File: config.mk
export PLATFORM = sky130hd
export DESIGN_NAME = seq_det_sched
export DESIGN_NICKNAME = d
export VERILOG_FILES = /design/src/rtl/seq_det_pkg.sv /design/src/rtl/rr_arbiter.sv /design/src/rtl/seq_det_sched.sv
export SDC_FILE = /design/constraint.sdc
export NUM_CORES = 1
export LEC_CHECK = 0
export ABC_CLOCK_PERIOD_IN_PS = 9200
export CAP_MARGIN = 30
export CORE_MARGIN = 3
export CORE_UTILIZATION = 30
export DETAILED_ROUTE_END_ITERATION = 7
export GPL_TIMING_DRIVEN = 0
export SYNTH_ARGS = -nofsm -noshare
export SYNTH_HDL_FRONTEND = slang
export SYNTH_HIERARCHICAL = 1
export SYNTH_SLANG_ARGS = --single-unit
export TNS_END_PERCENT = 50
File: constraint.sdc
create_clock -name clk -period 9.2 [get_ports clk]
set_input_delay 1.84 -clock clk [delete_from_list [all_inputs] [get_ports clk]]
set_output_delay 1.84 -clock clk [all_outputs]
set_load 0.01 [all_outputs]
File: src/rtl/seq_det_pkg.sv
// Shared definitions for the "110" Moore sequence detector: state encoding
// and the overlapping next-state function.
package seq_det_pkg;

    localparam int unsigned STATE_W = 2;

    typedef enum logic [STATE_W-1:0] {
        S0   = 2'd0,
        S1   = 2'd1,
        S11  = 2'd2,
        S110 = 2'd3
    } det_state_t;

    function automatic det_state_t det_next(input det_state_t s, input logic b);
        det_state_t n;
        n = S0;
        case (s)
            S0:      n = b ? S1  : S0;
            S1:      n = b ? S11 : S0;
            S11:     n = b ? S11 : S110;
            S110:    n = b ? S1  : S0;
            default: n = S0;
        endcase
        return n;
    endfunction

endpackage

File: src/rtl/rr_arbiter.sv
// Round-robin arbiter: lowest requester at or above the pointer wins (with
// wrap); the pointer moves to one past the winner.
module rr_arbiter #(
    parameter int unsigned N     = 4,
    parameter int unsigned IDX_W = (N > 1) ? $clog2(N) : 1
) (
    input  logic             clk,
    input  logic             rst,
    input  logic             en,
    input  logic [N-1:0]     req,
    output logic [N-1:0]     gnt,
    output logic [IDX_W-1:0] gnt_idx,
    output logic             gnt_any
);

    logic [IDX_W-1:0] ptr;
    logic [IDX_W-1:0] ptr_nxt;
    int unsigned      cand;

    // Wrap by compare-and-subtract so non power-of-two N never aliases.
    always_comb begin
        gnt     = '0;
        gnt_idx = '0;
        gnt_any = 1'b0;
        cand    = 0;
        if (rst && en) begin
            for (int unsigned i = 0; i < N; i++) begin
                cand = 32'(ptr) + i;
                if (cand >= N) begin
                    cand = cand - N;
                end
                if (!gnt_any && req[cand[IDX_W-1:0]]) begin
                    gnt_any                 = 1'b1;
                    gnt[cand[IDX_W-1:0]]    = 1'b1;
                    gnt_idx                 = cand[IDX_W-1:0];
                end
            end
        end
    end

    always_comb begin
        ptr_nxt = ptr;
        if (gnt_any) begin
            ptr_nxt = (gnt_idx == IDX_W'(N - 1)) ? '0 : gnt_idx + IDX_W'(1);
        end
    end

    always_ff @(posedge clk or negedge rst) begin
        if (!rst) begin
            ptr <= '0;
        end else begin
            ptr <= ptr_nxt;
        end
    end

endmodule

File: src/rtl/seq_det_sched.sv
// One shared "110" detector time-multiplexed over NCH serial channels, with
// per-channel saved state, saturating match counters and a tagged match pulse.
module seq_det_sched
    import seq_det_pkg::*;
#(
    parameter int unsigned NCH   = 4,
    parameter int unsigned CH_W  = 2,
    parameter int unsigned CNT_W = 8
) (
    input  logic             clk,
    input  logic             rst,
    input  logic             en,
    input  logic [NCH-1:0]   req,
    input  logic [NCH-1:0]   bit_in,
    input  logic [NCH-1:0]   ch_clr,
    output logic [NCH-1:0]   gnt,
    output logic             match_valid,
    output logic [CH_W-1:0]  match_ch,
    input  logic [CH_W-1:0]  rd_sel,
    output logic [CNT_W-1:0] rd_cnt
);

    det_state_t       st  [NCH];
    logic [CNT_W-1:0] cnt [NCH];

    logic [NCH-1:0]   elig;
    logic [CH_W-1:0]  gidx;
    logic             gany;
    det_state_t       adv;
    logic             hit;

    // A channel being cleared is withheld from arbitration so its bit stays pending.
    assign elig = req & ~ch_clr;

    rr_arbiter #(
        .N     (NCH),
        .IDX_W (CH_W)
    ) u_arb (
        .clk     (clk),
        .rst     (rst),
        .en      (en),
        .req     (elig),
        .gnt     (gnt),
        .gnt_idx (gidx),
        .gnt_any (gany)
    );

    always_comb begin
        adv = det_next(st[gidx], bit_in[gidx]);
        hit = gany && (adv == S110);
    end

    always_ff @(posedge clk or negedge rst) begin
        if (!rst) begin
            for (int unsigned k = 0; k < NCH; k++) begin
                st[k]  <= S0;
                cnt[k] <= '0;
            end
        end else begin
            for (int unsigned k = 0; k < NCH; k++) begin
                if (ch_clr[k]) begin
                    st[k]  <= S0;
                    cnt[k] <= '0;
                end else if (gnt[k]) begin
                    st[k] <= adv;
                    if (adv == S110 && cnt[k] != '1) begin
                        cnt[k] <= cnt[k] + CNT_W'(1);
                    end
                end
            end
        end
    end

    always_ff @(posedge clk or negedge rst) begin
        if (!rst) begin
            match_valid <= 1'b0;
            match_ch    <= '0;
        end else begin
            match_valid <= hit;
            if (hit) begin
                match_ch <= gidx;
            end
        end
    end

    always_comb begin
        rd_cnt = '0;
        if (32'(rd_sel) < NCH) begin
            rd_cnt = cnt[rd_sel];
        end
    end

endmodule
# Word level (Yosys, flattened, before mapping)
# Index checks and enable logic that the tools add are counted.
[classes] n_lt_le_gt_ge=15 n_reduce_logical=30 n_addsub=12 n_bitwise=7 eq_ne=9 muxes=78
[ops] operator="two-way mux 8 bit" n=14
[ops] operator="two-way mux 2 bit" n=25
[ops] operator="adder 8 x 1 -> 8 bit, second input constant" n=4
[ops] operator="two-way mux 4 bit" n=8
[ops] operator="inequality test 8 bit, second input constant" n=4
[ops] operator="two-way mux 1 bit" n=19
[ops] operator="binary-select mux 8 bit (select 2 bit)" n=1
[ops] operator="nonzero test 2 bit" n=8
[ops] operator=">= comparator 3 bit, second input constant" n=5
[ops] operator="less-than comparator 2 x 3 -> 1 bit, second input constant" n=5
[ops] operator="logical AND 1 bit" n=13
[ops] operator="bitwise OR 4 bit" n=3
[ops] operator="binary-select mux 1 bit (select 2 bit)" n=5
[ops] operator="demux 1 bit (select 2 bit)" n=4
[ops] operator="equality test 2 bit, second input constant" n=4
[ops] operator=">= comparator 2 x 1 -> 1 bit, second input constant" n=4
[ops] operator="AND reduction 2 bit" n=4
[ops] operator="subtractor 2 x 1 -> 2 bit, second input constant" n=4
[ops] operator="adder 2 x 2 -> 3 bit, second input constant" n=2
[ops] operator="NOT 2 -> 3 bit" n=2
[ops] operator="case mux 2 bit (3 select lines)" n=1
[ops] operator="bitwise AND 4 bit" n=1
[ops] operator="binary-select mux 2 bit (select 2 bit)" n=1
[ops] operator="NOT 4 bit" n=1
[ops] operator="7 further kinds" n=9
[word_totals] ff_bits=45 output_inout_bits=15

# Depth between registers and ports, before layout
[depth] depth_word=31 mapped_depth=21

# Cells and area by module
# The synthesis kept the hierarchy.
[by_module_without_submodules] mod="seq_det_sched" cells_each=265 seq_area_each_um2=1076.0 area_each_um2=2740.1 instances=1
[by_module_without_submodules] mod="rr_arbiter" cells_each=86 seq_area_each_um2=50.0 area_each_um2=684.4 instances=1

# Worst setup path after synthesis
# No wires, ideal clock.
[synth_timing] path_kind="input port to flip-flop" start="input ch_clr[0]" end="register cnt[12] in the netlist's numbering" setup_slack_ns=3.572 stages=17 t_arrival_ns=5.503 setup_ns=0.125 n_path_buf=4 path_cell_list="clkbuf_1 nor2b_1 clkbuf_1 mux4_1 nor2b_1 o21ai_0 nor2_1 a21oi_1 nor2_1 mux4_1 inv_1 ha_1 clkbuf_1 nor2_1 clkbuf_1 nor4_1 mux2_2"
[synth_via] elab_chain_cells=29 word_cells_on_any_way=58
[synth_lines] element="from (decl)" line="seq_det_sched.sv:15" source="input logic [NCH-1:0] ch_clr,"
[synth_lines] element="NOT 4 bit (*)" line="seq_det_sched.sv:33" source="assign elig = req & ~ch_clr;"
[synth_lines] element="bitwise AND 4 bit (*)" line="seq_det_sched.sv:33"
[synth_lines] element="via elig[0]" line="seq_det_sched.sv:26" source="logic [NCH-1:0] elig;"
[synth_lines] element="binary-select mux 1 bit (select 2 bit)" line="rr_arbiter.sv:32" source="if (!gnt_any && req[cand[IDX_W-1:0]]) begin"
[synth_lines] element="two-way mux 1 bit (implied by the code)" line="rr_arbiter.sv:32"
[synth_lines] element="two-way mux 1 bit" line="rr_arbiter.sv:32"
[synth_lines] element="two-way mux 1 bit" line="rr_arbiter.sv:26" source="if (rst && en) begin"
[synth_lines] element="zero test 1 bit" line="rr_arbiter.sv:32"
[synth_lines] element="[11 not listed]"
[synth_lines] element="via gidx[0]" line="seq_det_sched.sv:27" source="logic [CH_W-1:0] gidx;"
[synth_lines] element="[2 not listed]"
[synth_lines] element="two-way mux 2 bit (implied by the code) (2 in series)" line="seq_det_sched.sv:49" source="adv = det_next(st[gidx], bit_in[gidx]);"
[synth_lines] element="equality test 2 bit / zero test 2 bit (equally long branches)" line="seq_det_pkg.sv:17" source="case (s)"
[synth_lines] element="OR reduction 2 bit (no source line)"
[synth_lines] element="case mux 2 bit (3 select lines) (*)" line="seq_det_pkg.sv:17"
[synth_lines] element="equality test 2 bit (*)" line="seq_det_sched.sv:66" source="if (adv == S110 && cnt[k] != '1) begin"
[synth_lines] element="logical AND 1 bit (*)" line="seq_det_sched.sv:66"
[synth_lines] element="nonzero test 2 bit (no source line) (*)"
[synth_lines] element="AND reduction 2 bit (no source line) (*)"
[synth_lines] element="to (signal, indexed assignment)" line="seq_det_sched.sv:67" source="cnt[k] <= cnt[k] + CNT_W'(1);"
[synth_lines] element="to (decl)" line="seq_det_sched.sv:24" source="logic [CNT_W-1:0] cnt [NCH];"
# The timed path passes the listed nets; every way through them passes the cells marked *. The select of a mux whose other input is x is not followed.
# A chain may end at the register's enable or synchronous reset.

# Worst setup path in the final report
[layout_timing] start="input ch_clr[1]" end="output gnt[0]"
[layout_via] elab_chain_cells=18 word_cells_on_any_way=33
[layout_lines] element="NOT 4 bit (*)" line="seq_det_sched.sv:33"
[layout_lines] element="bitwise AND 4 bit (*)" line="seq_det_sched.sv:33"
[layout_lines] element="via elig[1]" line="seq_det_sched.sv:26"
[layout_lines] element="binary-select mux 1 bit (select 2 bit)" line="rr_arbiter.sv:32"
[layout_lines] element="two-way mux 1 bit (implied by the code)" line="rr_arbiter.sv:32"
[layout_lines] element="two-way mux 1 bit" line="rr_arbiter.sv:32"
[layout_lines] element="two-way mux 1 bit" line="rr_arbiter.sv:26"
[layout_lines] element="zero test 1 bit" line="rr_arbiter.sv:32"
[layout_lines] element="[3 not listed]"
[layout_lines] element="zero test 1 bit" line="rr_arbiter.sv:32"
[layout_lines] element="logical AND 1 bit" line="rr_arbiter.sv:32"
[layout_lines] element="two-way mux 1 bit" line="rr_arbiter.sv:32"
[layout_lines] element="two-way mux 1 bit" line="rr_arbiter.sv:26"
[layout_lines] element="zero test 1 bit" line="rr_arbiter.sv:32"
[layout_lines] element="logical AND 1 bit" line="rr_arbiter.sv:32"
[layout_lines] element="two-way mux 4 bit (*)" line="rr_arbiter.sv:32"
[layout_lines] element="two-way mux 4 bit (*)" line="rr_arbiter.sv:26"
[layout_lines] element="to (decl)" line="seq_det_sched.sv:16" source="output logic [NCH-1:0] gnt,"
# Marks and branches as above.

==> impl_metrics.toml <==
[outcome]
status = "finished clean"

[worst_setup_path]
path_class = "in -> out"
slowest_delay_ps = 730
endpoint_kind = "output port"
critPathSlowestCell = "a21oi_1"
crit_chain = "clkdlybuf4s50_1 -> clkbuf_1 -> nor2b_1 -> clkbuf_1 -> mux4_2 -> nor2b_4 -> a221o_1 -> o21ai_0 -> a21oi_1 -> clkdlybuf4s50_1"
startpoint = "ch_clr[1]"
arrival_ps = 5820
reg2reg_depth = 18
start_kind = "input pin"
path_max_fanout = 10
worst_ep_required_time_ps = 7360
regToRegStartpoint = "u_arb/ptr[0]"

[power_and_ir_drop]
power_frac_seq_pct = 29.8
leakage_nw = 1.54
pwr-share-comb_pct = 47.5
p_clk_share_pct = 22.6
peakVddDrop_mv = 0.0946
p_int_mw = 0.461
swShare_pct = 40.4
p_per_area_nw_per_um2 = 191
p_sw_mw = 0.312

[drt]
wl_per_cell_um = 17.5
antenna_left = 0
vias = 2958
first_pass_iters = 4
drc = 0
viasPerCell = 5.59
drt_iter0_drc = 268
totalWireLength_um = 9260

[synth]
synth_most_common_cell = "dfrtp_1"
synth_async_sr_flop_share_pct = 100
yosysSeqAreaShare_pct = 32.9
yosys.area.top_type = "dfrtp_1"
synth_edf_count = 0
ys_ff_latch = 45
synth_nets = 381
synth.top_cells.by_count = "dfrtp_1 (45), nor2_1 (31), nor2b_1 (23), mux2_2 (21), a21oi_1 (18)"
syn_area_um2 = 3420
yosysTopAreaCellShare_pct = 32.9
ys.flop_type = "dfrtp_1"
ys_warn_count = 6
synthDistinctLibCells = 58
syn_inst = 351
synth.area.top_cells = "dfrtp_1 (33%), mux4_2 (7.2%), mux2_2 (6.9%)"
synth_area_per_cell_um2 = 9.76

[grt]
grt_max_degree = 34
grt-ovfl-total = 0
grt_use_total_pct = 15.1
antenna_found_initial = 0
grt_pass1_wl_um = 15600
grt_pass1_vias = 2950

[die]
dieHeight_um = 113
ioPinCount = 32
fp.dieW_um = 113
die-area_um2 = 12700
start_util_pct = 31.2
core_area_um2 = 11000
row_count = 38

[placement]
gp_congestion = 0.856
dpl.hpwl_um = 6940
port_buffers = 29
placed_cells = 521

[sta]
setup_viol = 0
max_slew.worst_pin.slew_ps = 894
finalMaxSlewViolations = 0
max_slew_margin_pct = 40.4
clock.fmax_mhz = 131
hold_slack_ps = 513
min_period_ps = 7660
rsz0062_at_grt = "no"
finalClockSkew_ps = 6.28
finalSetupTns_ps = 0
fin_crit_sh_pct = 83.3
hold_viol_final = 0

[finish]
diodes = 0
fillerInstances = 1089
layoutNonFillerInstCount = 529
area_growth_pct = 18.1
finish.net_count = 418
drive_above_1_share_pct = 14.4

[min_path]
hold_path_class = "reg -> reg"
holdPathStages = 1
hp-start = "match_ch[0]"

[clocking]
cts_made_buffers = 5
cts_setup_buffers = 0
clkLatencyLatePin_ps = 280
cts-htree-levels = 2
path_clk_slew_ps = 60
cts_tree = "yes"
root_buffer = "clkbuf_16"
clk_path_buf_depth = 2
cts-resized-gates = 0
cts_sinks = 45
cts_hold_buf = 0

[run]
maxCapViolations = 0
[cells by family (layout without fill, tap and decap cells)]
kind of cell    Yosys count  count (layout)  synth area share, %
simple gates            146             146                 23.9
compound gates           71              71                 14.3
flops                    45              45                 32.9
mux                      44              44                 19.8
buf+inv                  31              69                 4.09
fa+ha+maj                13              13                 4.75
xor+xnor                  1               1                0.256
[metal layers]
| layer | wire length (µm) | share of wire (%) | up-vias | GRT usage (%) |
|---|---|---|---|---|
| met4 | 126 | 1.4 | 0 | 4.33 |
| met2 | 4540 | 49 | 69 | 25.0 |
| met5 | 0 | 0 | - | 0 |
| li1 | - | - | 1413 | - |
| met3 | 368 | 4.0 | 8 | 2.30 |
| met1 | 4220 | 46 | 1468 | 20.6 |
[cells in the final DEF, fill, tap and decap left out, drive strengths merged, types with 4 or more instances in the layout]
cell type      netlist  routed
dfrtp               45      45
nor2                31      31
clkdlybuf4s50        0      28
nor2b               24      24
mux2                21      21
clkbuf              14      21
a21oi               18      18
nand3               16      16
nand2               16      16
mux4                15      15
nor4                13      13
ha                  13      13
o21ai               13      13
inv                 11      11
nand2b              10      10
a211oi               8       8
mux2i                8       8
buf                  6       8
and3                 7       7
o31ai                7       7
or4                  7       7
nor3                 6       6
nand4                5       5
a221o                4       4
[critical path, delay by kind of cell]
| family | cells | cell delay (ps) |
|---|---|---|
| compound gates | 3 | 960 |
| buf+inv | 4 | 2090 |
| mux | 1 | 610 |
| simple gates | 2 | 310 |
[power groups by stage]
stage               clock network [mW]  logic (mW)  registers, mW
floorplan                            0       0.262          0.231
global placement                     0       0.354          0.234
detailed placement                   0       0.363          0.234
CTS                              0.181       0.365          0.231
global route                     0.190       0.402          0.234
finish                           0.175       0.367          0.231
[cell type report]
type	instances	area (µm²)	share of cell area, %
clock buffer	7	133	3.28
buffer	20	98.8	2.44
clock inverter	1	7.51	0.186
timing repair buffer	30	305	7.55
inverter	11	41.3	1.02
sequential	45	1130	27.8
tap	140	175	4.33
multi-input combinational	275	2160	53.4
[sequential cells by signal, summed over array words and instances, names as in the netlist]
register     flops
match_ch         2
u_arb/ptr        2
st               8
cnt             32
match_valid      1
[path summary, 6_finish.rpt]
path / to / slack (ps)
min in group asynchronous: cnt[18] / 1460
max in group asynchronous: st[1] / 7230
worst max register to register: cnt[26] / 3420
worst min register to register: match_ch[0] / 510
worst max-delay path: gnt[0] / 1540
worst min-delay path: match_ch[0] / 510
[stage by stage]
| stage | worst slack (ps) | utilization, % | power, mW | cell area [µm²] |
|---|---|---|---|---|
| 6_report | 1540 | 36.8 | 0.773 | 4050 |
| 5_1_grt | 1290 | 36.8 | 0.826 | 4050 |
| 4_1_cts | 1510 | 36.8 | 0.777 | 4050 |
| 3_5_place_dp | 1530 | 35.6 | 0.597 | 3910 |
| 3_3_place_gp | 1330 | 35.4 | 0.588 | 3890 |
| 2_1_floorplan | 3570 | - | 0.492 | 3420 |
No activity file was read; power rests on OpenSTA's default activity.
